--- src/rtl/input_port_buffer.sv ---
// input_port_buffer: per-port router input stage.
// Buffers incoming flits in a first-word-fall-through FIFO and presents the
// head flit to the arbiter. A small FSM tracks packet framing so that req
// stays asserted from the header until the tail has been streamed out.
//
// Ports:
//   clk, rst          clock, asynchronous active-low reset
//   in_data/in_valid  incoming flit; in_ready = FIFO not full
//   grant             this port's grant from the arbiter
//   req               request to the arbiter (HEAD/XFER states)
//   flit_id           id of FIFO head flit, 0 when empty
//   length            header length, latched on IDLE->HEAD, held for packet
//   out_data          FIFO head (fall-through), out_valid = transfer strobe
//   count             FIFO occupancy
//   drop_cnt          saturating count of discarded malformed flits
module input_port_buffer #(
  parameter int DATA_W = 32,
  parameter int DEPTH  = 8,
  parameter int ADDR_W = 3
) (
  input  logic              clk,
  input  logic              rst,
  input  logic [DATA_W-1:0] in_data,
  input  logic              in_valid,
  output logic              in_ready,
  input  logic              grant,
  output logic              req,
  output logic [2:0]        flit_id,
  output logic [11:0]       length,
  output logic [DATA_W-1:0] out_data,
  output logic              out_valid,
  output logic [ADDR_W:0]   count,
  output logic [7:0]        drop_cnt
);

  localparam logic [2:0] ID_HDR  = 3'b001;
  localparam logic [2:0] ID_TAIL = 3'b100;

  typedef enum logic [1:0] {IDLE, HEAD, XFER} state_t;

  logic [DATA_W-1:0] r_mem [DEPTH];
  logic [ADDR_W-1:0] r_wptr, r_rptr;
  logic [ADDR_W:0]   r_count;
  logic [11:0]       r_len;
  logic [7:0]        r_drop;
  state_t            r_state, w_state_nxt;

  logic              w_empty, w_full, w_push, w_pop;
  logic              w_drop, w_out_valid, w_req, w_load_len;
  logic [DATA_W-1:0] w_head;
  logic [2:0]        w_head_id;

  assign w_empty   = (r_count == '0);
  assign w_full    = (r_count == (ADDR_W+1)'(DEPTH));
  assign w_head    = r_mem[r_rptr];
  assign w_head_id = w_head[DATA_W-1 -: 3];

  // A full FIFO refuses pushes even when a pop frees a slot this cycle.
  assign w_push = in_valid & ~w_full;
  assign w_pop  = w_out_valid | w_drop;

  always_comb begin
    w_state_nxt = r_state;
    w_req       = 1'b0;
    w_out_valid = 1'b0;
    w_drop      = 1'b0;
    w_load_len  = 1'b0;
    case (r_state)
      IDLE: begin
        if (!w_empty) begin
          if (w_head_id == ID_HDR) begin
            w_state_nxt = HEAD;
            w_load_len  = 1'b1;
          end else begin
            w_drop = 1'b1;  // stray flit with no header in front of it
          end
        end
      end
      HEAD: begin
        w_req = 1'b1;
        // Header stays at the head until granted, so empty cannot occur
        // here; the guard just keeps the pop well-defined.
        if (grant && !w_empty) begin
          w_out_valid = 1'b1;
          w_state_nxt = XFER;
        end
      end
      XFER: begin
        w_req = 1'b1;
        if (grant && !w_empty) begin
          if (w_head_id == ID_HDR) begin
            // Header without a preceding tail: discard, keep streaming.
            w_drop = 1'b1;
          end else begin
            w_out_valid = 1'b1;
            if (w_head_id == ID_TAIL) w_state_nxt = IDLE;
          end
        end
      end
      default: w_state_nxt = IDLE;
    endcase
  end

  always_ff @(posedge clk or negedge rst) begin
    if (!rst) r_state <= IDLE;
    else      r_state <= w_state_nxt;
  end

  // Storage is intentionally not reset.
  always_ff @(posedge clk) begin
    if (w_push) r_mem[r_wptr] <= in_data;
  end

  always_ff @(posedge clk or negedge rst) begin
    if (!rst) begin
      r_wptr  <= '0;
      r_rptr  <= '0;
      r_count <= '0;
      r_len   <= '0;
      r_drop  <= '0;
    end else begin
      if (w_push) r_wptr <= r_wptr + ADDR_W'(1);
      if (w_pop)  r_rptr <= r_rptr + ADDR_W'(1);
      case ({w_push, w_pop})
        2'b10:   r_count <= r_count + (ADDR_W+1)'(1);
        2'b01:   r_count <= r_count - (ADDR_W+1)'(1);
        default: r_count <= r_count;
      endcase
      if (w_load_len) r_len <= w_head[11:0];
      if (w_drop && r_drop != 8'hFF) r_drop <= r_drop + 8'd1;
    end
  end

  assign in_ready  = ~w_full;
  assign req       = w_req;
  assign out_valid = w_out_valid;
  assign out_data  = w_head;
  assign flit_id   = w_empty ? 3'b000 : w_head_id;
  assign length    = r_len;
  assign count     = r_count;
  assign drop_cnt  = r_drop;

endmodule
--- config.mk ---
export PLATFORM = sky130hd
export DESIGN_NAME = input_port_buffer
export DESIGN_NICKNAME = d
export VERILOG_FILES = /design/src/rtl/input_port_buffer.sv
export SDC_FILE = /design/constraint.sdc
export NUM_CORES = 1
export LEC_CHECK = 0
export ABC_AREA = 1
export BUFFER_PORTS_ARGS = -buffer_cell sky130_fd_sc_hd__buf_2
export CAP_MARGIN = 20
export CORE_MARGIN = 2
export CORE_UTILIZATION = 48
export CTS_BUF_LIST = sky130_fd_sc_hd__clkbuf_4 sky130_fd_sc_hd__clkbuf_8
export DETAILED_ROUTE_END_ITERATION = 8
export PLACE_DENSITY = 0.74
export SLEW_MARGIN = 20
export SYNTH_ARGS = -nofsm -noshare
export SYNTH_HDL_FRONTEND = slang
export SYNTH_SLANG_ARGS = --single-unit
export TNS_END_PERCENT = 100
--- constraint.sdc ---
create_clock -name clk -period 3.4 [get_ports clk]
set_input_delay 0.34 -clock clk [delete_from_list [all_inputs] [get_ports clk]]
set_output_delay 0.34 -clock clk [all_outputs]
set_load 0.05 [all_outputs]
==> Yosys cells after proc, flatten, opt, wreduce, memory -nomap -nowiden <==
Memories as Yosys holds them, arrays and structs flattened.
Cells that the tools add are included.
{ "op_classes": {"addsub": 5, "n_eq_ne": 14, "n_mux": 22, "bitwise": 3, "reduce_logical": 8} }
{ "op_table": {"columns": ["operator", "count"], "rows": [
  ["2-bit 2-to-1 mux", 6],
  ["2-bit inequality test (second input constant)", 6],
  ["1-bit 2-to-1 mux", 11],
  ["8-bit by 1-bit adder with 8-bit output (second input constant)", 1],
  ["8-bit inequality test (second input constant)", 1],
  ["4-bit one-hot mux with 2 select lines", 1],
  ["3-bit by 1-bit adder with 3-bit output (second input constant)", 2],
  ["2-bit one-hot mux with 3 select lines", 1],
  ["6-bit AND reduction", 1],
  ["4-bit by 1-bit adder with 4-bit output (second input constant)", 1],
  ["2-bit by 1-bit equality test with 1-bit output (second input constant)", 2],
  ["2-bit equality test (second input constant)", 2],
  ["4-bit equality test (second input constant)", 1],
  ["4-bit logical NOT", 1],
  ["1-bit one-hot mux with 2 select lines", 2],
  ["4-bit by 1-bit subtractor with 4-bit output (second input constant)", 1],
  ["3-bit by 1-bit equality test with 1-bit output (second input constant)", 1],
  ["3-bit equality test (second input constant)", 1],
  ["3-bit 2-to-1 mux", 1],
  ["1-bit logical AND", 2],
  ["2-bit logical NOT", 1],
  ["2-bit nonzero test", 1],
  ["2-bit OR reduction", 1],
  ["1-bit bitwise AND", 1],
  ["other kinds (3)", 3]
]} }
{ "word_totals": {"ff_bits": 32, "ram_bits": 256, "input_bits": 36, "output_inout_bits": 62, "word_cells": 59, "n_memories": 1} }
{ "mem_list": {"columns": ["name", "depth", "width", "read_ports", "rd_ports_with_merged_regs", "wr", "line_no", "rtl"], "rows": [
  ["r_mem", 8, 32, 1, 0, 1, "41", "logic [DATA_W-1:0] r_mem [DEPTH];"]
]} }

==> Depth between registers and ports, before layout <==
{ "depth": {"depth_word": 8, "ltp_mapped": 21, "depth_no_buf": 20} }

==> Least setup slack after synthesis <==
Ideal clock, no wire load.
{ "synth_timing": {"path_kind": "reg2reg", "startpoint": "register r_count[0] (netlist: count[0])", "endpoint": "memory r_mem[0][0] (enable)", "setup_time_ns": 0.421, "arrival_ns": 3.093, "required_time_ns": 2.979, "slack_ns": -0.114, "stages_incl_launch_ff": 6, "n_path_buf": 0, "period_less_slack_ns": 3.514, "cell_sequence": "dfrtp_1 -> nor2_1 -> nand3_1 -> nand2_1 -> or2_2 -> nor2_1"} }
{ "synth_via": {"elab_chain_cells": 5} }
{ "synth_lines": {"columns": ["element", "line_no", "rtl"], "rows": [
  ["start, declared", "43", "logic [ADDR_W:0] r_count;"],
  ["start signal, assigned", "125", "2'b10: r_count <= r_count + (ADDR_W+1)'(1);"],
  ["start signal, assigned", "126", "2'b01: r_count <= r_count - (ADDR_W+1)'(1);"],
  ["start signal, assigned", "127", "default: r_count <= r_count;"],
  ["4-bit equality test", "54", "assign w_full = (r_count == (ADDR_W+1)'(DEPTH));"],
  ["1-bit inverter", null, null],
  ["net in_ready", "25", "output logic in_ready,"],
  ["1-bit bitwise AND", "59", "assign w_push = in_valid & ~w_full;"],
  ["1-bit 2-to-1 mux", "111", "if (w_push) r_mem[r_wptr] <= in_data;"],
  ["1-bit 2-to-1 mux (not written as such)", "111", null],
  ["end, declared", "41", null]
]} }
The timed path passes the listed nets, and every way through them passes these cells.

==> Final worst setup path <==
{ "layout_timing": {"startpoint": "register r_rptr[0]", "endpoint": "output port out_data[20]"} }
{ "layout_via": {"elab_chain_cells": 1} }
{ "layout_lines": {"columns": ["element", "line_no", "rtl"], "rows": [
  ["start, declared", "42", "logic [ADDR_W-1:0] r_wptr, r_rptr;"],
  ["start signal, assigned", "123", "if (w_pop) r_rptr <= r_rptr + ADDR_W'(1);"],
  ["memory read 8 x 32 bit", null, null],
  ["end, declared", "30", "output logic [DATA_W-1:0] out_data,"]
]} }
Every way passes these cells.

==> impl_metrics.py <==
metrics = {
    "critical_path": {
        "worst-path-buf-inv": 2,
        "crit_chain": "buf_4 -> o21ai_0 -> o22ai_1 -> nor2_1 -> a31oi_1 -> buf_2",
        "worst-setup-path-type": "register to output pin",
        "end_kind": "output pin",
        "cp_top_family": "buffers and inverters",
        "start_kind": "register",
        "arrival_ns": 2.80,
        "cp_slowest_cell": "buf_4",
        "cp_max_fo": 76,
        "slowest_delay_ns": 0.66,
        "crit_required_ns": 3.06,
    },
    "sta": {
        "tightestPinTransition_ns": 0.805,
        "hold_ws_ns": 0.0530,
        "rsz0062_at_grt": "no",
        "period_minus_slack_ns": 3.14,
        "setup-tns-final_ns": 0,
        "setup_viol": 0,
        "hold_viol_final": 0,
        "slew_viol_final": 0,
        "clock.fmax_mhz": 318,
        "post-route-period-util_pct": 92.4,
        "slew-limit-headroom_pct": 46.3,
        "finalClockSkew_ns": 0.0217,
    },
    "routing": {
        "num_vias": 7565,
        "drc": 0,
        "wl_per_cell_um": 17.3,
        "drtPass1Iterations": 4,
        "vias_per_cell": 5.24,
        "wl_met3_um": 1660,
        "routed_wirelength_um": 25100,
        "route.met2.wl_um": 11900,
        "drt_iter0_markers": 597,
        "top_layer": "met5",
        "ant_nets": 0,
        "met1_length_um": 11100,
    },
    "clock_tree": {
        "clockRootBuffer": "clkbuf_8",
        "cts_buffer_depth": 3,
        "postCtsSetupBuffers": 0,
        "tritoncts": "built",
        "cts.clk_slew.worst_paths_ns": 0.06,
        "clock_latency_ns": 0.55,
        "cts_sinks": 288,
        "htree_num_levels": 2,
        "numCtsBuffers": 45,
    },
    "run_status": {
        "status": "completed",
    },
    "floorplanning": {
        "die_h_um": 161,
        "fp.dieW_um": 161,
        "rows": 57,
        "coreArea_um2": 24200,
        "start_util_pct": 48.7,
        "die_area_um2": 25900,
        "ios": 98,
    },
    "layout": {
        "instances_no_fill": 1444,
        "multi_input_area_um2": 2850,
        "nNetsFinal": 1132,
        "layout_common_cells": "edfxtp_1, nor2_1, o21ai_0, nand2_1, buf_2",
        "regArea_um2": 8490,
        "post-route-util_pct": 55.9,
        "drive_gt1_share_pct": 19.9,
        "fill_cells": 2041,
        "final_common_cell": "edfxtp_1",
        "syn_to_final_growth_pct": 14.9,
    },
    "synthesis": {
        "synth_area_leaders": "edfxtp_1, dfrtp_1, nor2_1",
        "avgSynthCellArea_um2": 12.1,
        "netlist_area_um2": 11800,
        "yosysSeqAreaShare_pct": 71.9,
        "synth_cell_type_count": 33,
        "ys_ff_latch": 288,
        "syn_inst": 973,
        "ys_warn_count": 0,
        "synth_nets": 1019,
        "synth_top_area_share_pct": 65.1,
        "yosysTopAreaCell": "edfxtp_1",
    },
    "global_route": {
        "grt-ovfl-total": 0,
        "track_usage_pct": 19.6,
        "grt_max_degree": 77,
        "grt_first_pass_wirelength_um": 39600,
        "antenna_found_initial": 3,
        "grt_pass1_vias": 7415,
    },
    "placement": {
        "place.port_buffers": 97,
        "dpl.hpwl_um": 14300,
        "dp_cells": 1362,
        "gp_routability_congestion": 0.802,
    },
    "job": {
        "max-cap-violations": 0,
    },
    "hold_path": {
        "hp-class": "primary input to register",
    },
}
[synthesized netlist by cell type, drive strengths merged]
library cell and instances:
edfxtp 256, nor2 183, o21ai 140, nand2 105, inv 75, o22ai 41, dfrtp 32, clkbuf 29
nand3 29, buf 22, a31oi 17, o21a 12, ha 9, nand4 6, xor2 6, xnor2 5
a211oi 1, a21oi 1, fa 1, nand3b 1, nor3 1, or2 1
[cell families (layout without fill, tap and decap cells)]
| kind of cell | Yosys count | in the layout | synth area share (%) |
|---|---|---|---|
| and+or+nand+nor | 326 | 326 | 11.2 |
| DFF | 288 | 288 | 71.9 |
| AOI/OAI and AO/OA | 212 | 212 | 10.5 |
| buffers and inverters | 126 | 272 | 4.46 |
| xor gates and xnor gates | 11 | 11 | 0.816 |
| adders and majority gates | 10 | 10 | 1.12 |
| other | 0 | 1 | 0 |
[layout make-up]
cell class	instances	share of cell area (%)
Antenna cell	1	0.0184
Tap cell	324	2.99
Clock inverter	18	0.646
Clock buffer	62	5.64
Timing Repair Buffer	117	5.01
Inverter	75	2.08
Multi-Input combinational cell	559	21.0
Sequential cell	288	62.6
[per-stage QoR]
stage / setup WS [ns] / instance area (um2)
after floorplan: -0.114 / 11800
final: 0.257 / 13600
after CTS: 0.123 / 13600
after global placement: 0.464 / 12700
after global routing: 0.00748 / 13600
after detailed placement: 0.358 / 12700
[path summary, 6_finish.rpt]
path	slack (ns)	cells past startpoint	to	startpoint
setup / recovery	0.26	6	out_data[20]	r_rptr[0]
hold / removal	0.05	1	r_mem[4][8]	in_data[8]
setup reg to reg	0.29	18	count[3]	r_rptr[0]
hold reg to reg	0.48	2	length[3]	length[3]
max in group asynchronous	2.42	2	r_rptr[0]	rst
min in group asynchronous	0.41	2	r_wptr[2]	rst
[repair_timing]
action | CTS | global route
endpoints found under the hold margin | 32 | 0
endpoints found under the setup margin | 0 | 7
resized for setup | 0 | 1
hold buffers | 1 | 0
[routing by layer]
metal  GRT usage [%]  up-vias
li1                -     3654
met1            26.3     3618
met2            32.0      258
met3            4.55       31
met4            5.97        4
met5               0        -
[flip-flops by register name (all words and copies together), names as in the netlist]
signal	flops
count	4
drop_cnt	8
length	12
r_mem	256
r_rptr	3
r_state	2
r_wptr	3
Power is left out: the tool's default activity adds up to more than one toggle a clock period on the data nets, which glitch-free logic cannot reach.
